**config.mk**
```make
export PLATFORM = sky130hd
export DESIGN_NAME = uart_tx_arbiter
export DESIGN_NICKNAME = d
export VERILOG_FILES = /design/src/rtl/uart_tx_arbiter.sv
export SDC_FILE = /design/constraint.sdc
export NUM_CORES = 1
export LEC_CHECK = 0
export CAP_MARGIN = 5
export CORE_MARGIN = 1.5
export CORE_UTILIZATION = 45
export DETAILED_ROUTE_END_ITERATION = 7
export PLACE_DENSITY = 0.72
export SYNTH_ARGS = -nofsm -noshare
export SYNTH_HDL_FRONTEND = slang
export SYNTH_SLANG_ARGS = --single-unit
export TNS_END_PERCENT = 30
```
**constraint.sdc**
```tcl
create_clock -name clk -period 6.17 [get_ports clk]
set_clock_uncertainty 0.15 [all_clocks]
set_input_delay 1.234 -clock clk [delete_from_list [all_inputs] [get_ports clk]]
set_output_delay 1.234 -clock clk [all_outputs]
set_load 0.01 [all_outputs]
```
**src/rtl/uart_tx_arbiter.sv**
```systemverilog
// Round-robin, packet-locked arbiter feeding a single UART serializer (8N1).
// Define UART_TX_PARITY_EN to append an even-parity bit (8E1, 11-bit frames).
module uart_tx_arbiter #(
  parameter int NUM_REQ      = 2,
  parameter int CLKS_PER_BIT = 10417,
  parameter int HOLD_BITS    = 16
) (
  input  logic                 clk,
  input  logic                 btnC,
  input  logic [NUM_REQ-1:0]   req_valid,
  input  logic [8*NUM_REQ-1:0] req_data,
  input  logic [NUM_REQ-1:0]   req_last,
  output logic [NUM_REQ-1:0]   req_ready,
  output logic [NUM_REQ-1:0]   grant,
  output logic                 tx,
  output logic                 busy
);
  localparam int PW   = (NUM_REQ > 1) ? $clog2(NUM_REQ) : 1;
  localparam int BW   = (CLKS_PER_BIT > 1) ? $clog2(CLKS_PER_BIT) : 1;
  localparam int HLIM = HOLD_BITS * CLKS_PER_BIT;
  localparam int HW   = $clog2(HLIM + 1);

  typedef enum logic [2:0] {
    IDLE,
    START,
    DATA,
`ifdef UART_TX_PARITY_EN
    PARITY,
`endif
    STOP,
    HOLD
  } state_t;

  state_t          state, state_d;
  logic [BW-1:0]   baud_cnt;
  logic [2:0]      bit_cnt;
  logic [7:0]      shreg;
  logic            last_q;
  logic [HW-1:0]   hold_cnt;
  logic [PW-1:0]   owner, rr_ptr, pick, idx, acc_idx, nxt_ptr;
  logic            pick_any, accept, bit_end, rel;

  assign bit_end = (baud_cnt == BW'(CLKS_PER_BIT - 1));
  assign nxt_ptr = (NUM_REQ == 1 || owner == PW'(NUM_REQ - 1)) ? '0 : owner + PW'(1);
  assign rel     = (state != IDLE) && (state_d == IDLE);

  // first valid requester at or above rr_ptr, wrapping
  always_comb begin
    pick     = rr_ptr;
    pick_any = 1'b0;
    idx      = '0;
    for (int k = 0; k < NUM_REQ; k++) begin
      idx = PW'((int'(rr_ptr) + k) % NUM_REQ);
      if (!pick_any && req_valid[idx]) begin
        pick_any = 1'b1;
        pick     = idx;
      end
    end
  end

  always_comb begin
    state_d = state;
    accept  = 1'b0;
    acc_idx = owner;
    case (state)
      IDLE:  if (pick_any) begin
               accept  = 1'b1;
               acc_idx = pick;
               state_d = START;
             end
      START: if (bit_end) state_d = DATA;
      DATA:  if (bit_end && bit_cnt == 3'd7) begin
`ifdef UART_TX_PARITY_EN
               state_d = PARITY;
`else
               state_d = STOP;
`endif
             end
`ifdef UART_TX_PARITY_EN
      PARITY: if (bit_end) state_d = STOP;
`endif
      STOP:  if (bit_end) state_d = last_q ? IDLE : HOLD;
      // owner valid wins over a coincident timeout
      HOLD:  if (req_valid[owner]) begin
               accept  = 1'b1;
               state_d = START;
             end else if (hold_cnt == HW'(HLIM - 1)) begin
               state_d = IDLE;
             end
      default: state_d = IDLE;
    endcase
    req_ready = (accept && !btnC) ? (NUM_REQ'(1) << acc_idx) : '0;
  end

  always_comb begin
    tx   = 1'b1;
    busy = 1'b1;
    case (state)
      START:  tx = 1'b0;
      DATA:   tx = shreg[bit_cnt];
`ifdef UART_TX_PARITY_EN
      PARITY: tx = ^shreg;
`endif
      STOP:   tx = 1'b1;
      default: busy = 1'b0;
    endcase
  end

  always_ff @(posedge clk or posedge btnC) begin
    if (btnC) begin
      state    <= IDLE;
      baud_cnt <= '0;
      bit_cnt  <= '0;
      shreg    <= '0;
      last_q   <= 1'b0;
      owner    <= '0;
      rr_ptr   <= '0;
      grant    <= '0;
      hold_cnt <= '0;
    end else begin
      state <= state_d;
      if (accept) begin
        shreg  <= req_data[{acc_idx, 3'b000} +: 8];
        last_q <= req_last[acc_idx];
        owner  <= acc_idx;
        grant  <= NUM_REQ'(1) << acc_idx;
      end else if (rel) begin
        grant  <= '0;
        rr_ptr <= nxt_ptr;
      end
      if (busy && !bit_end) baud_cnt <= baud_cnt + BW'(1);
      else                  baud_cnt <= '0;
      if (state == DATA && bit_end) bit_cnt <= bit_cnt + 3'd1;
      if (state == HOLD && !accept) begin
        if (hold_cnt != HW'(HLIM)) hold_cnt <= hold_cnt + HW'(1);
      end else begin
        hold_cnt <= '0;
      end
    end
  end
endmodule
```
After elaboration in Yosys (flattened, before gate mapping)
Index checks and enable logic that the tools add are counted.
{"block": "totals", "elab_cells": 83, "regBits": 51, "in_bits": 22, "output_inout_bits": 6}
{"block": "classes", "magnitude_cmp": 5, "n_addsub": 5, "eq_ne": 9, "bitwise": 1, "n_shift": 2, "reduce_logical": 17, "muxes": 35}
{"cell": "18-bit two-way mux", "n": 2}
{"cell": "3-bit two-way mux", "n": 7}
{"cell": "18-bit by 1-bit adder with 18-bit output, second input constant", "n": 1}
{"cell": "18-bit == test, second input constant", "n": 1}
{"cell": "1-bit two-way mux", "n": 18}
{"cell": "18-bit != test, second input constant", "n": 1}
{"cell": "16-bit by 5-bit variable part select with 8-bit output", "n": 1}
{"cell": "3-bit case mux with 5 select lines", "n": 1}
{"cell": "14-bit by 1-bit adder with 14-bit output, second input constant", "n": 1}
{"cell": "14-bit == test, second input constant", "n": 1}
{"cell": "14-bit two-way mux", "n": 1}
{"cell": "1-bit by 2-bit < comparator with 1-bit output, second input constant", "n": 4}
{"cell": "1-bit logical AND", "n": 7}
{"cell": "3-bit by 2-bit == test with 1-bit output, second input constant", "n": 2}
{"cell": "3-bit == test, second input constant", "n": 2}
{"cell": "3-bit logical NOT", "n": 2}
{"cell": "2-bit two-way mux", "n": 3}
{"cell": "1-bit logical NOT", "n": 4}
{"cell": "3-bit by 4-bit < comparator with 1-bit output, second input constant", "n": 1}
{"cell": "1-bit case mux with 2 select lines", "n": 2}
{"cell": "3-bit by 1-bit adder with 3-bit output, second input constant", "n": 1}
{"cell": "1-bit binary-select mux with 3-bit select", "n": 1}
{"cell": "3-bit by 1-bit == test with 1-bit output, second input constant", "n": 1}
{"cell": "3-bit nonzero test", "n": 1}
{"cell": "other kinds (7)", "n": 8}

Logic depth before layout (Yosys ltp)
{"block": "depth", "depth_word": 12, "depth_mapped": 8, "mapped_depth_nobuf": 8}

Worst setup path after synthesis
OpenSTA, ideal clock, no wires.
{"block": "synth_timing", "path_type": "in2out", "start": "in req_valid[0]", "end": "out req_ready[0]", "arrival_ns": 2.110, "stages": 4, "required_time_ns": 4.786, "n_path_buf": 1, "path_slack_ns": 2.676, "cell_sequence": "a21boi_0 o211ai_2 clkbuf_1 nor3_1"}
{"block": "synth_between", "elab_chain_cells": 10, "word_cells_on_any_way": 19, "classes_between": "shift (1); mux (15); reduce/logical (3)"}
{"element": "start: declaration", "line_no": "10", "source": "input logic [NUM_REQ-1:0] req_valid,"}
{"element": "1-bit two-way mux (not written as such) (2 in a row)", "line_no": "54", "source": "if (!pick_any && req_valid[idx]) begin"}
{"element": "1-bit two-way mux", "line_no": "54"}
{"element": "1-bit logical NOT", "line_no": "54"}
{"element": "1-bit logical AND", "line_no": "54"}
{"element": "1-bit two-way mux", "line_no": "54"}
{"element": "1-bit two-way mux", "line_no": "66", "source": "IDLE: if (pick_any) begin"}
{"element": "1-bit case mux with 2 select lines / 1-bit two-way mux (equally long branches)", "line_no": "65", "source": "case (state)"}
{"element": "1-bit logical AND / 1-bit by 1-bit << shifter with 2-bit output (equally long branches)", "line_no": "92", "source": "req_ready = (accept && !btnC) ? (NUM_REQ'(1) << acc_idx) : '0;"}
{"element": "2-bit two-way mux *", "line_no": "92"}
{"element": "end: declaration", "line_no": "13", "source": "output logic [NUM_REQ-1:0] req_ready,"}
Mark *: on every way between the ends. The rest lies on a longest branch, timed or not. The select of a mux whose other input is x is not followed.

Final worst setup path
Ends and elaborated chain as after synthesis.

==> flow_metrics.py <==
metrics = {
    "drt": {
        "drc": 0,
        "drt_iter0_drc": 104,
        "antenna_left": 0,
        "wl_per_cell_um": 12.9,
        "vias": 1944,
        "totalWireLength_mm": 4.79,
        "first_pass_iters": 4,
        "via_per_inst": 5.25,
    },
    "setup_path": {
        "crit_chain": "clkdlybuf4s50_1 > a21boi_0 > o211ai_2 > nor3_1 > clkdlybuf4s50_1",
        "path_delay_family": "buffers and inverters",
        "required_ns": 4.79,
        "crit_path_start_kind": "input port",
        "cpMostUsedCell": "clkdlybuf4s50_1",
        "criticalPathCategory": "in2out",
        "critical_path_peak_fanout": 25,
        "worst_setup_path_end_kind": "primary output",
        "slowest_delay_ns": 0.57,
        "cp.buffers_inverters": 2,
        "worstPathArrival_ns": 3.24,
        "crit_slowest_cell": "clkdlybuf4s50_1",
    },
    "global_routing": {
        "grt_usage": 0.172,
        "overflow": 0,
        "grt_pass1_vias": 1962,
        "antenna_found_initial": 0,
        "grt_pass1_wl_mm": 8.59,
        "grt_max_degree": 52,
    },
    "floorplan": {
        "die_area_um2": 6350,
        "core.rowCount": 27,
        "initial_utilization": 0.475,
        "ioPinCount": 28,
        "die_x_um": 79.7,
        "die_h_um": 79.7,
        "coreArea_um2": 5570,
    },
    "sta": {
        "hold_viol": 0,
        "report.final.slew_viol_count": 0,
        "worst_slew_pin_slew_ns": 1.04,
        "setup_tns_ns": 0,
        "rsz0062_at_grt": "false",
        "setup_ws_ns": 1.54,
        "slew_headroom": 0.303,
        "period_share": 0.750,
        "fin_crit_ns": 4.63,
        "timing.fmax_mhz": 216,
        "setup_viol": 0,
    },
    "synth": {
        "ys_seq_area_frac": 0.482,
        "synth-main-ff-cell": "dfrtp_1",
        "netlist-cell-type-count": 44,
        "ys.warnings.count": 0,
        "syn_avg_cell_area_um2": 9.83,
        "syn_area_um2": 2650,
        "synth_top_cell_area_share": 0.482,
        "synth_edf_count": 0,
        "synth.area.top_cells": "dfrtp_1 (48%), nor2_1 (5.8%), xor2_1 (5.0%)",
        "async_flop_share": 1.00,
        "yosysTopAreaCell": "dfrtp_1",
        "synthesis.nets": 297,
        "ys_seq_elements": 51,
        "synth_cells": 269,
    },
    "clocking": {
        "h-tree-depth": 2,
        "numCtsBuffers": 5,
        "clock-sinks": 51,
        "cts.repair.resized": 0,
        "cts_hold_buf": 0,
        "post_cts_buffers": 0,
        "cts_tree": "yes",
        "clkLatencyLatePin_ns": 0.30,
        "cts-root-buf": "clkbuf_8",
        "clk_path_buf_depth": 2,
        "clkSlewWorstSetupHoldPaths_ns": 0.09,
    },
    "pwr": {
        "fin_total_pwr_uw": 811,
        "p_leak_uw": 0.00132,
        "p_per_area_nw_per_um2": 262,
        "max-vdd-ir-drop_v": 0.000145,
    },
    "placement": {
        "dp_slack_ns": 1.52,
        "place_hpwl_mm": 3.42,
        "port_buffers": 27,
        "gp_congestion": 0.812,
    },
    "layout": {
        "final_nets": 325,
        "diodes": 0,
        "area_delta_synth_final_pct": 16.9,
        "final_core_util": 0.555,
        "layout-drive-gt1-share": 0.0738,
    },
    "job": {
        "maxCapViolCount": 0,
    },
    "hold_path": {
        "min_path_type": "reg2reg",
    },
    "status": {
        "outcome": "completed",
    },
}
[cells by family (layout without fill, tap and decap cells)]
group | after synthesis | in the layout | synth area share
AO/OA/AOI/OAI | 27 | 27 | 0.0615
XOR/XNOR | 25 | 25 | 0.0828
adder cells (fa/ha/maj) | 6 | 6 | 0.0284
buffers and inverters | 17 | 46 | 0.0289
flip-flops | 51 | 51 | 0.482
multiplexers | 16 | 16 | 0.0714
AND/OR/NAND/NOR | 127 | 127 | 0.245
[where the power goes]
group / switching (µW) / internal [µW]
combinational: 74.0 / 78.2
clock: 107 / 131
sequential: 39.0 / 382
[synthesized netlist by cell type (2+ instances only)]
| cell | number |
|---|---|
| a21oi_1 | 4 |
| and3_1 | 4 |
| and4_1 | 2 |
| and4b_1 | 2 |
| and4bb_1 | 2 |
| clkbuf_1 | 3 |
| dfrtp_1 | 51 |
| ha_1 | 6 |
| inv_1 | 10 |
| mux2_2 | 3 |
| mux2i_1 | 11 |
| mux4_2 | 2 |
| nand2_1 | 31 |
| nand3_1 | 14 |
| nand3b_1 | 2 |
| nand4_1 | 4 |
| nor2_1 | 41 |
| nor2b_1 | 2 |
| nor3_1 | 6 |
| nor3b_1 | 3 |
| nor4b_1 | 2 |
| o211ai_1 | 2 |
| o21ai_0 | 14 |
| o22ai_1 | 2 |
| or3_1 | 4 |
| xnor2_1 | 10 |
| xor2_1 | 15 |
[state kept, by name (all words and copies together), names as in the netlist]
signal,cells
state,3
shreg,8
owner,1
baud_cnt,14
grant,2
hold_cnt,18
rr_ptr,1
bit_cnt,3
last_q,1
[worst register-to-register path, stage by stage, from the launching register on]
cell,delay (ns)
dfrtp_1,0.50
a21boi_0,0.16
o211ai_2,0.69
o211ai_1,0.24
nor4_2,0.51
mux2i_1,0.24
[area by class of cell]
class	instances	area, µm²
flip-flops and latches	51	1280
multi-input cells	201	1290
well taps	72	90.1
repair buffers	28	278
inverters	10	37.5
clock inverters	2	35.0
fillers	502	2480
clock buffers	6	82.6
[cells in the final DEF (no fill, tap or decap), types with 2 or more instances in the layout]
master and count:
a21oi_1 4, and3_1 4, and4_1 2, and4b_1 2, and4bb_1 2, clkbuf_8 6
clkdlybuf4s50_1 27, dfrtp_1 51, ha_1 6, inv_1 9, mux2_2 3, mux2i_1 11
mux4_2 2, nand2_1 31, nand3_1 14, nand3b_1 2, nand4_1 4, nor2_1 41
nor2b_1 2, nor3_1 6, nor3b_1 3, nor4b_1 2, o211ai_1 2, o21ai_0 14
o22ai_1 2, or3_1 4, xnor2_1 10, xor2_1 15
[stage by stage]
stage,hold WS [ns],instances,cell area [µm²]
after floorplan,0.293,269,2650
after global placement,0.312,362,2970
after detailed placement,0.321,362,2970
after CTS,0.345,370,3090
after global routing,0.370,370,3090
final,0.339,370,3090
[layer usage]
metal,vias up,GRT usage,part of all wire
met3,5,0.0491,0.041
li1,971,-,-
met1,925,0.228,0.49
met5,-,0,0
met2,43,0.269,0.45
met4,0,0.0544,0.011
[path summary, 6_finish.rpt]
check	start	to	slack, ns	cells after the start
min in group asynchronous	btnC	owner	1.40	2
max in group asynchronous	btnC	hold_cnt[12]	3.82	2
hold / removal	shreg[4]	shreg[4]	0.34	2
hold reg to reg	shreg[4]	shreg[4]	0.34	2
setup / recovery	req_valid[0]	req_ready[0]	1.54	5
setup reg to reg	state[2]	rr_ptr	3.62	5
Power figures use the tool's default switching activity.
